<file path="src/rtl/tpg_video_param.sv">
`default_nettype none
// ============================================================================
// Module      : tpg_video_param
// Description : Wishbone-master test-pattern generator. Writes full frames of
//               HDISP x VDISP pixels into frame memory with incrementing
//               bursts; selectable pattern, per-frame animation, short final
//               burst and sticky error reporting.
// Revision    : 1.0 - initial release
// ============================================================================
module tpg_video_param #(
    parameter int          HDISP     = 800,
    parameter int          VDISP     = 480,
    parameter int unsigned BASE_ADDR = 0,
    parameter int          BURST_LEN = 16,
    parameter int          ADDR_W    = 32
) (
    input  logic              clk,
    input  logic              rst,
    input  logic              enable,
    input  logic [1:0]        mode,
    output logic              cyc,
    output logic              stb,
    output logic              we,
    output logic [ADDR_W-1:0] adr,
    output logic [31:0]       dat_ms,
    output logic [3:0]        sel,
    output logic [2:0]        cti,
    output logic [1:0]        bte,
    input  logic              ack,
    input  logic              err,
    output logic              frame_done,
    output logic              err_flag,
    output logic [15:0]       frame_cnt
);

    localparam int                c_XW     = $clog2(HDISP);
    localparam int                c_YW     = (VDISP > 1) ? $clog2(VDISP) : 1;
    localparam int                c_BW     = $clog2(BURST_LEN + 1);
    localparam logic [31:0]       c_HDISP  = 32'(HDISP);
    localparam logic [31:0]       c_NPIX   = 32'(HDISP) * 32'(VDISP);
    localparam logic [31:0]       c_BLEN   = 32'(BURST_LEN);
    localparam logic [c_BW-1:0]   c_FIRST  = (c_NPIX < c_BLEN) ? c_BW'(c_NPIX) : c_BW'(BURST_LEN);
    localparam logic [c_BW-1:0]   c_ONE    = c_BW'(1);
    localparam logic [c_BW-1:0]   c_TWO    = c_BW'(2);
    localparam logic [c_XW-1:0]   c_XMAX   = c_XW'(HDISP - 1);
    localparam logic [ADDR_W-1:0] c_BASE   = ADDR_W'(BASE_ADDR);
    localparam logic [ADDR_W-1:0] c_STEP   = ADDR_W'(4);
    localparam logic [2:0]        c_CTI_INC = 3'b010;
    localparam logic [2:0]        c_CTI_END = 3'b111;

    localparam logic [1:0] S_IDLE  = 2'd0;
    localparam logic [1:0] S_BURST = 2'd1;
    localparam logic [1:0] S_GAP   = 2'd2;

    logic [1:0]      r_state;
    logic [c_XW-1:0] r_x;
    logic [c_YW-1:0] r_y;
    logic [1:0]      r_mode;
    logic [31:0]     r_frame_rem;   // beats still to terminate in this frame
    logic [c_BW-1:0] r_burst_rem;   // beats still to terminate in this burst

    logic            w_last_x;
    logic [c_XW-1:0] w_x_nxt;
    logic [c_YW-1:0] w_y_nxt;
    logic            w_term;
    logic [c_BW-1:0] w_gap_len;
    logic [31:0]     w_dat_nxt;
    logic [31:0]     w_dat_first;

    // Pixel value for one position; pf is the low byte of the frame counter.
    function automatic logic [31:0] f_pixel(input logic [31:0] px, input logic [31:0] py,
                                            input logic [1:0] pm, input logic [7:0] pf);
        logic [31:0] bar;
        logic [7:0]  grey;
        logic        tile;
        bar  = (px << 3) / c_HDISP;
        grey = px[7:0] + pf;
        tile = px[4] ^ py[4] ^ pf[0];
        case (pm)
            2'd0: begin
                case (bar)
                    32'd0:   f_pixel = 32'h00FFFFFF;
                    32'd1:   f_pixel = 32'h00FFFF00;
                    32'd2:   f_pixel = 32'h0000FFFF;
                    32'd3:   f_pixel = 32'h0000FF00;
                    32'd4:   f_pixel = 32'h00FF00FF;
                    32'd5:   f_pixel = 32'h00FF0000;
                    32'd6:   f_pixel = 32'h000000FF;
                    default: f_pixel = 32'h00000000;
                endcase
            end
            2'd1:    f_pixel = {8'h00, grey, grey, grey};
            2'd2:    f_pixel = tile ? 32'h00FFFFFF : 32'h00000000;
            default: f_pixel = py * c_HDISP + px;
        endcase
    endfunction

    assign w_last_x    = (r_x == c_XMAX);
    assign w_x_nxt     = w_last_x ? '0 : r_x + 1'b1;
    assign w_y_nxt     = w_last_x ? r_y + 1'b1 : r_y;
    assign w_term      = ack | err;
    // In GAP, r_frame_rem already counts only the beats of the remaining bursts.
    assign w_gap_len   = (r_frame_rem < c_BLEN) ? c_BW'(r_frame_rem) : c_BW'(BURST_LEN);
    assign w_dat_nxt   = f_pixel(32'(w_x_nxt), 32'(w_y_nxt), r_mode, frame_cnt[7:0]);
    assign w_dat_first = f_pixel(32'd0, 32'd0, mode, frame_cnt[7:0]);

    assign sel = 4'hF;
    assign bte = 2'b00;

    // Frame/burst sequencing with all bus outputs registered.
    always_ff @(posedge clk) begin
        if (rst) begin
            r_state     <= S_IDLE;
            r_x         <= '0;
            r_y         <= '0;
            r_mode      <= 2'd0;
            r_frame_rem <= 32'd0;
            r_burst_rem <= '0;
            cyc         <= 1'b0;
            stb         <= 1'b0;
            we          <= 1'b0;
            adr         <= c_BASE;
            dat_ms      <= 32'd0;
            cti         <= 3'b000;
            frame_done  <= 1'b0;
            err_flag    <= 1'b0;
            frame_cnt   <= 16'd0;
        end else begin
            frame_done <= 1'b0;
            case (r_state)
                S_IDLE: begin
                    if (enable) begin
                        r_state     <= S_BURST;
                        r_mode      <= mode;
                        r_x         <= '0;
                        r_y         <= '0;
                        r_frame_rem <= c_NPIX;
                        r_burst_rem <= c_FIRST;
                        cyc         <= 1'b1;
                        stb         <= 1'b1;
                        we          <= 1'b1;
                        adr         <= c_BASE;
                        dat_ms      <= w_dat_first;
                        cti         <= (c_FIRST == c_ONE) ? c_CTI_END : c_CTI_INC;
                    end
                end
                S_BURST: begin
                    if (w_term) begin
                        if (err) begin
                            err_flag <= 1'b1;
                        end
                        r_frame_rem <= r_frame_rem - 32'd1;
                        if (r_frame_rem == 32'd1) begin
                            r_state    <= S_IDLE;
                            cyc        <= 1'b0;
                            stb        <= 1'b0;
                            we         <= 1'b0;
                            cti        <= 3'b000;
                            frame_done <= 1'b1;
                            frame_cnt  <= frame_cnt + 16'd1;
                        end else begin
                            r_x    <= w_x_nxt;
                            r_y    <= w_y_nxt;
                            adr    <= adr + c_STEP;
                            dat_ms <= w_dat_nxt;
                            if (r_burst_rem == c_ONE) begin
                                r_state <= S_GAP;
                                cyc     <= 1'b0;
                                stb     <= 1'b0;
                                we      <= 1'b0;
                                cti     <= 3'b000;
                            end else begin
                                r_burst_rem <= r_burst_rem - c_ONE;
                                cti         <= (r_burst_rem == c_TWO) ? c_CTI_END : c_CTI_INC;
                            end
                        end
                    end
                end
                S_GAP: begin
                    r_state     <= S_BURST;
                    r_burst_rem <= w_gap_len;
                    cyc         <= 1'b1;
                    stb         <= 1'b1;
                    we          <= 1'b1;
                    cti         <= (w_gap_len == c_ONE) ? c_CTI_END : c_CTI_INC;
                end
                default: r_state <= S_IDLE;
            endcase
        end
    end

endmodule
`default_nettype wire

</file>
<file path="config.mk">
export PLATFORM = sky130hd
export DESIGN_NAME = tpg_video_param
export DESIGN_NICKNAME = d
export VERILOG_FILES = /design/src/rtl/tpg_video_param.sv
export SDC_FILE = /design/constraint.sdc
export NUM_CORES = 1
export LEC_CHECK = 0
export BUFFER_PORTS_ARGS = -buffer_cell sky130_fd_sc_hd__buf_2
export CORE_ASPECT_RATIO = 1.75
export CORE_MARGIN = 5
export CORE_UTILIZATION = 55
export CTS_BUF_LIST = sky130_fd_sc_hd__clkbuf_16
export DETAILED_ROUTE_END_ITERATION = 12
export PLACE_DENSITY = 0.79
export SETUP_SLACK_MARGIN = 0.05
export SYNTH_ARGS = -nofsm -noshare
export SYNTH_HDL_FRONTEND = slang
export SYNTH_SLANG_ARGS = --single-unit
</file>
<file path="constraint.sdc">
create_clock -name clk -period 5.5 [get_ports clk]
set_input_delay 0.825 -clock clk [delete_from_list [all_inputs] [get_ports clk]]
set_output_delay 0.825 -clock clk [all_outputs]
set_load 0.05 [all_outputs]
</file>
* Yosys cells after proc, flatten, opt, wreduce, memory -nomap -nowiden
Index checks and enable logic that the tools add are counted.
** Operators by class
- Add/subtract/negate cells :: 8
- $mul :: 1
- Divide/modulo/power cells :: 1
- $lt $le $gt $ge :: 1
- Equal/unequal tests :: 22
- Muxes and demuxes :: 50
- Bitwise gates (word level) :: 5
- Reductions and logical operators :: 16
** Operator list (count)
- two-way mux 32 bit :: 8
- case mux 32 bit (2 select lines) :: 3
- case mux 24 bit (7 select lines) :: 1
- equality test 32 x 3 -> 1 bit (second input constant) :: 3
- case mux 32 bit (3 select lines) :: 1
- case mux 24 bit (3 select lines) :: 1
- equality test 32 x 1 -> 1 bit (second input constant) :: 2
- equality test 32 x 2 -> 1 bit (second input constant) :: 2
- two-way mux 24 bit :: 2
- two-way mux 10 bit :: 4
- two-way mux 9 bit :: 4
- adder 32 x 3 -> 32 bit (second input constant) :: 1
- divider 13 x 10 -> 32 bit (second input constant) :: 1
- logical NOT 32 bit :: 1
- < comparator 32 x 5 -> 1 bit (second input constant) :: 1
- subtractor 32 x 1 -> 32 bit (second input constant) :: 1
- two-way mux 5 bit :: 5
- adder 19 x 10 -> 20 bit :: 1
- case mux 10 bit (2 select lines) :: 1
- two-way mux 3 bit :: 6
- case mux 9 bit (2 select lines) :: 1
- adder 16 x 1 -> 16 bit (second input constant) :: 1
- case mux 5 bit (3 select lines) :: 1
- AND reduction 3 bit :: 5
- other kinds (27) :: 47
** Word-level totals
- Register bits after elaboration :: 146
- Bits of input ports :: 7
- Output and inout port bits :: 94
- Logic and storage cells :: 117

* Logic depth before layout (Yosys ltp)
- Word-level depth :: 9
- Gate-level depth with buffers :: 24

* Worst setup path before layout
OpenSTA, ideal clock, no wires.
- Path type :: reg-to-reg
- Start :: register r_x[1]
- End :: register dat_ms[18]
- Library setup time :: 0.135 ns
- Arrival time :: 4.905 ns
- Data required time :: 5.365 ns
- Slack :: 0.459 ns
- Stages on the path, launching flop included :: 25
- Path buffers :: 2
- Clock period less this slack :: 5.041 ns
- Cell sequence :: dfxtp_1 ha_1 and4_1 buf_2 and3_1 buf_1 nand4_1 xnor2_1 ha_1 ha_1 inv_1 fa_1 inv_1 ha_1 a21oi_1 o21ai_0 a21oi_1 o21bai_1 a21oi_1 xnor2_1 and3_1 nand3_1 xor2_1 o221ai_1 a31oi_1
** On the way
- Longest elaborated chain between the ends :: 9
** RTL lines
- start, declared :: line 56 : logic [c_XW-1:0] r_x;
- start signal, assigned :: line 162 : r_x <= w_x_nxt;
- adder 10 x 1 -> 10 bit or equality test 10 bit (tied branches) :: line 99, 98
- two-way mux 10 bit or two-way mux 9 bit (tied branches) :: line 99, 100
- divider 13 x 10 -> 32 bit or bitwise XOR 1 bit (tied branches) :: line 76, 78
- equality test 32 x 3 -> 1 bit (tied with other cells) :: line 81 : case (bar)
- case mux 24 bit (7 select lines) or two-way mux 24 bit (tied branches) :: line 81, 93
- case mux 32 bit (3 select lines) * :: line 79 : case (pm)
- two-way mux 32 bit * :: line 153 : if (r_frame_rem == 32'd1) begin
- two-way mux 32 bit * :: line 148 : if (w_term) begin
- case mux 32 bit (2 select lines) * :: line 130 : case (r_state)
- end signal, assigned :: line 143 : dat_ms <= w_dat_first;
- end signal, assigned :: line 165 : dat_ms <= w_dat_nxt;
- end, declared :: line 25 : output logic [31:0] dat_ms,
Mark *: on every way between the ends. The rest lies on a longest branch, timed or not. The select of a mux whose other input is x is not followed.
A chain may end at the register's enable or synchronous reset.

* Final worst setup path
- Start :: register r_x[7]
- End :: register dat_ms[18]
Same word-level chain as after synthesis.

==> results.rst <==
.. list-table::
   :header-rows: 1

   * - Metric
     - Value
   * - Status
     - finished clean
   * - Post-Synth XOR/XNOR Area
     - 0.114
   * - Crit path time final
     - 5.18 ns
   * - Residual overflow from global routing
     - 0
   * - Fraction of synthesis flops using an asynchronous set or reset pin
     - 0
   * - Final Instance Count excl. Fillers
     - 1,489
   * - Setup Skew
     - 0.0107 ns
   * - First-pass detailed-route iteration total
     - 6
   * - # DRC
     - 0
   * - Count of endpoints failing setup in the final report
     - 0
   * - Final worst-path cycle share
     - 0.941
   * - Netlist area before placement
     - 0.00934 sq mm
   * - Pin count of the biggest net entering global routing
     - 86
   * - Antenna diodes
     - 0
   * - Worst vdd ir
     - 0.000183 V
   * - Fraction of the mapped netlist area in adder cells
     - 0.0895
   * - Internal power consumption
     - 2060 uW
   * - Crit. End Element
     - flop
   * - Placed instance area
     - 0.00986 sq mm
   * - Portion of total power attributed to sequential cells
     - 0.364
   * - Total Routed Length
     - 26,000 um
   * - Initial core utilization
     - 0.556
   * - Die area
     - 0.0198 sq mm
   * - Initial antenna violation count
     - 0
   * - Routed via count
     - 8,824
   * - Clock buffers created by TritonCTS
     - 17
   * - Floorplan row count
     - 63
   * - Max clock buf depth
     - 2
   * - Mapped Cells
     - 1,182
   * - Placed cell count
     - 1,457
   * - Area fraction in and, or, nand and nor cells after synthesis
     - 0.237
   * - Hold Crit Class
     - reg -> reg
   * - Count of buffers from port buffering
     - 84
   * - Relative contribution of the clock network to total power
     - 0.374
   * - Switching share of power
     - 0.359
   * - Count of max-cap constraint violations
     - 0
   * - Final design instance area without fill
     - 0.0105 sq mm
   * - DP Wirelength
     - 19,300 um
   * - Cell types occupying the most area after synthesis
     - sky130_fd_sc_hd__dfxtp_1 (29%), sky130_fd_sc_hd__ha_1 (7.8%), sky130_fd_sc_hd__xnor2_1 (6.7%)
   * - Via count of the first global-routing pass
     - 8,517
   * - Startpoint kind of the worst setup timing path
     - flop
   * - Final worst-path setup slack
     - 0.322 ns
   * - Part of the power in combinational logic
     - 0.262
   * - Clock tree from TritonCTS
     - yes
   * - Wire length of the first global-routing pass
     - 42,300 um
   * - Maximum fanout along the worst path
     - 13
   * - Type of the worst setup path
     - reg -> reg
   * - Wire per inst
     - 17.5 um
   * - Pre-CTS setup slack
     - 0.162 ns
   * - Req. time, crit path
     - 5.77 ns
   * - Sequential share of the synthesized area
     - 0.290
   * - Area share of the largest cell type after synthesis
     - 0.290
   * - Cell accounting for the most synthesized area
     - sky130_fd_sc_hd__dfxtp_1
   * - Post-synthesis sequential element count
     - 135
   * - Reported net switching power
     - 1150 uW
   * - Final hold slack
     - 0.472 ns
   * - Number of hold violations in the final report
     - 0
   * - Largest family of logic cells by synthesized area
     - simple AND/OR/NAND/NOR gates
   * - Core Area
     - 0.0168 sq mm
   * - Top cell types by occurrence after synthesis
     - sky130_fd_sc_hd__nor2_1 (160), sky130_fd_sc_hd__dfxtp_1 (135), sky130_fd_sc_hd__nand2_1 (99)
   * - Total negative slack for setup checks
     - 0 ns
   * - Final-stage net count
     - 1,319
   * - Top-level I/O count
     - 101
   * - H-tree depth
     - 4
   * - Via-per-instance ratio
     - 5.93
   * - Clock latency reported for the late side of the worst-skew pair
     - 0.42 ns
   * - Fraction of layout cells with a size suffix above 1
     - 0.157
   * - Distinct cell type count after synthesis
     - 89
   * - Power per Cell Area
     - 305 mW/mm^2
   * - Total count of max-transition violations in the final report
     - 0
   * - Drt initial violations
     - 734
   * - Clock tree sinks
     - 135
   * - Hold bufs inserted after CTS
     - 0
   * - Clk Tree Root Cell
     - sky130_fd_sc_hd__clkbuf_16
   * - Top flip-flop cell by instance count after synthesis
     - sky130_fd_sc_hd__dfxtp_1
   * - Most common cell in the synthesized netlist
     - sky130_fd_sc_hd__nor2_1
   * - Transition time of the tightest slew-check pin
     - 1.00 ns
   * - Worst-case headroom to the max-slew limit
     - 0.331
   * - Multiplexer fraction of the synthesized cell area
     - 0.00348
   * - Avg Inst Size Synth
     - 7.90 sq um
   * - DIE WIDTH
     - 108 um
   * - Overall routing resource usage
     - 0.267
   * - Antenna viol nets, final
     - 0
   * - Clock-pin slew on the worst setup and hold paths
     - 0.06 ns
   * - Final weighted congestion of routability-driven global placement
     - 0.921
   * - Compound-Gate Fraction of Synth Area
     - 0.199
   * - Yosys warning count
     - 0
   * - EDFF count, synth
     - 0
   * - Pleak
     - 0.00437 uW
   * - Synth-to-Final Area Change
     - 12.5%
   * - Height of the die
     - 182 um
   * - CP Data Arrival Time
     - 5.44 ns
   * - Fmax achieved
     - 0.193 GHz
[final cells by class]
class	count	area, sq um
timing repair buffer	110	616
clock buffer	17	425
fill	1492	6290
multi-input combinational	934	6090
inverter	51	191
tap	227	284
clock inverter	15	191
sequential	135	2710
[path summary, 6_finish.rpt]
check                                         start                 endpoint  slack (ns)  cells past startpoint
worst min-delay path            cti[0]$_SDFFE_PP0P_      cti[0]$_SDFFE_PP0P_        0.47                      2
worst min register to register  cti[0]$_SDFFE_PP0P_      cti[0]$_SDFFE_PP0P_        0.47                      2
worst max register to register  r_x[7]$_SDFFE_PP0P_  dat_ms[18]$_SDFFE_PP0P_        0.32                     20
worst max-delay path            r_x[7]$_SDFFE_PP0P_  dat_ms[18]$_SDFFE_PP0P_        0.32                     20
[power groups by stage]
stage	Combinational, uW	Sequential (uW)	Clock, uW
after floorplan	533	1300	0
after global placement	824	1180	0
after detailed placement	832	1180	0
after CTS	841	1160	1210
after global routing	918	1180	1260
final	841	1170	1200
[what timing repair did]
item | in CTS | in global routing
setup buffers | 0 | 0
endpoints found under the hold margin | 0 | 0
setup endpoints to repair | 0 | 5
resized for setup | 0 | 6
[layer usage]
| metal | wire, um | track usage | vias up | share of wire |
|---|---|---|---|---|
| met3 | 1310 | 0.0499 | 107 | 0.050 |
| met2 | 13400 | 0.470 | 321 | 0.51 |
| li1 | - | - | 4257 | - |
| met1 | 9540 | 0.285 | 4139 | 0.37 |
| met5 | 0 | 0 | - | 0 |
| met4 | 1800 | 0.172 | 0 | 0.069 |
[logic make-up (layout without fill, tap and decap cells)]
kind of cell | Yosys count | in the layout
other | 2 | 16
flip-flops | 135 | 135
XOR/XNOR | 122 | 122
multiplexers | 3 | 3
AND/OR/NAND/NOR | 451 | 451
adder cells (fa/ha/maj) | 64 | 64
AO/OA/AOI/OAI | 278 | 278
buffers and inverters | 127 | 193
[critical path, stage by stage, from the launching register on]
cell and delay (ns):
sky130_fd_sc_hd__dfxtp_1 0.45, sky130_fd_sc_hd__nor4b_4 0.38, sky130_fd_sc_hd__and3_2 0.33, sky130_fd_sc_hd__nand4_1 0.18
sky130_fd_sc_hd__xnor2_2 0.33, sky130_fd_sc_hd__ha_1 0.29, sky130_fd_sc_hd__ha_1 0.28, sky130_fd_sc_hd__inv_1 0.05
sky130_fd_sc_hd__fa_1 0.53, sky130_fd_sc_hd__inv_1 0.05, sky130_fd_sc_hd__ha_1 0.31, sky130_fd_sc_hd__a21oi_1 0.08
sky130_fd_sc_hd__o21ai_0 0.33, sky130_fd_sc_hd__a21oi_1 0.12, sky130_fd_sc_hd__o21bai_1 0.21, sky130_fd_sc_hd__xor2_1 0.29
sky130_fd_sc_hd__and3_1 0.25, sky130_fd_sc_hd__nand3_1 0.11, sky130_fd_sc_hd__xor2_1 0.16, sky130_fd_sc_hd__o221ai_1 0.17
sky130_fd_sc_hd__a31oi_1 0.11
[metrics by stage]
stage | power (uW) | utilization
finish | 3210 | 0.626
global route | 3350 | 0.626
CTS | 3220 | 0.624
detailed placement | 2020 | 0.587
global placement | 2000 | 0.587
floorplan | 1830 | -
[flip-flops by register name, summed over array words and instances (netlist names)]
register and cells:
we 1, r_mode 2, r_state 2, dat_ms 24
r_y 9, cti 2, r_frame_rem 32, err_flag 1
frame_cnt 16, frame_done 1, adr 30, r_x 10
r_burst_rem 5
[cells in the final DEF, fill, tap and decap left out, drive strengths merged, types with 17 or more instances in the layout]
| cell | netlist | layout |
|---|---|---|
| and3 | 19 | 19 |
| nand2 | 100 | 100 |
| nand3 | 46 | 46 |
| ha | 58 | 58 |
| a21oi | 89 | 89 |
| inv | 51 | 57 |
| xnor2 | 71 | 71 |
| xor2 | 51 | 51 |
| nand4 | 17 | 17 |
| dfxtp | 135 | 135 |
| nor3 | 25 | 25 |
| nor2 | 165 | 165 |
| buf | 40 | 110 |
| o21ai | 64 | 64 |
| clkbuf | 36 | 17 |
Power figures use the tool's default switching activity.
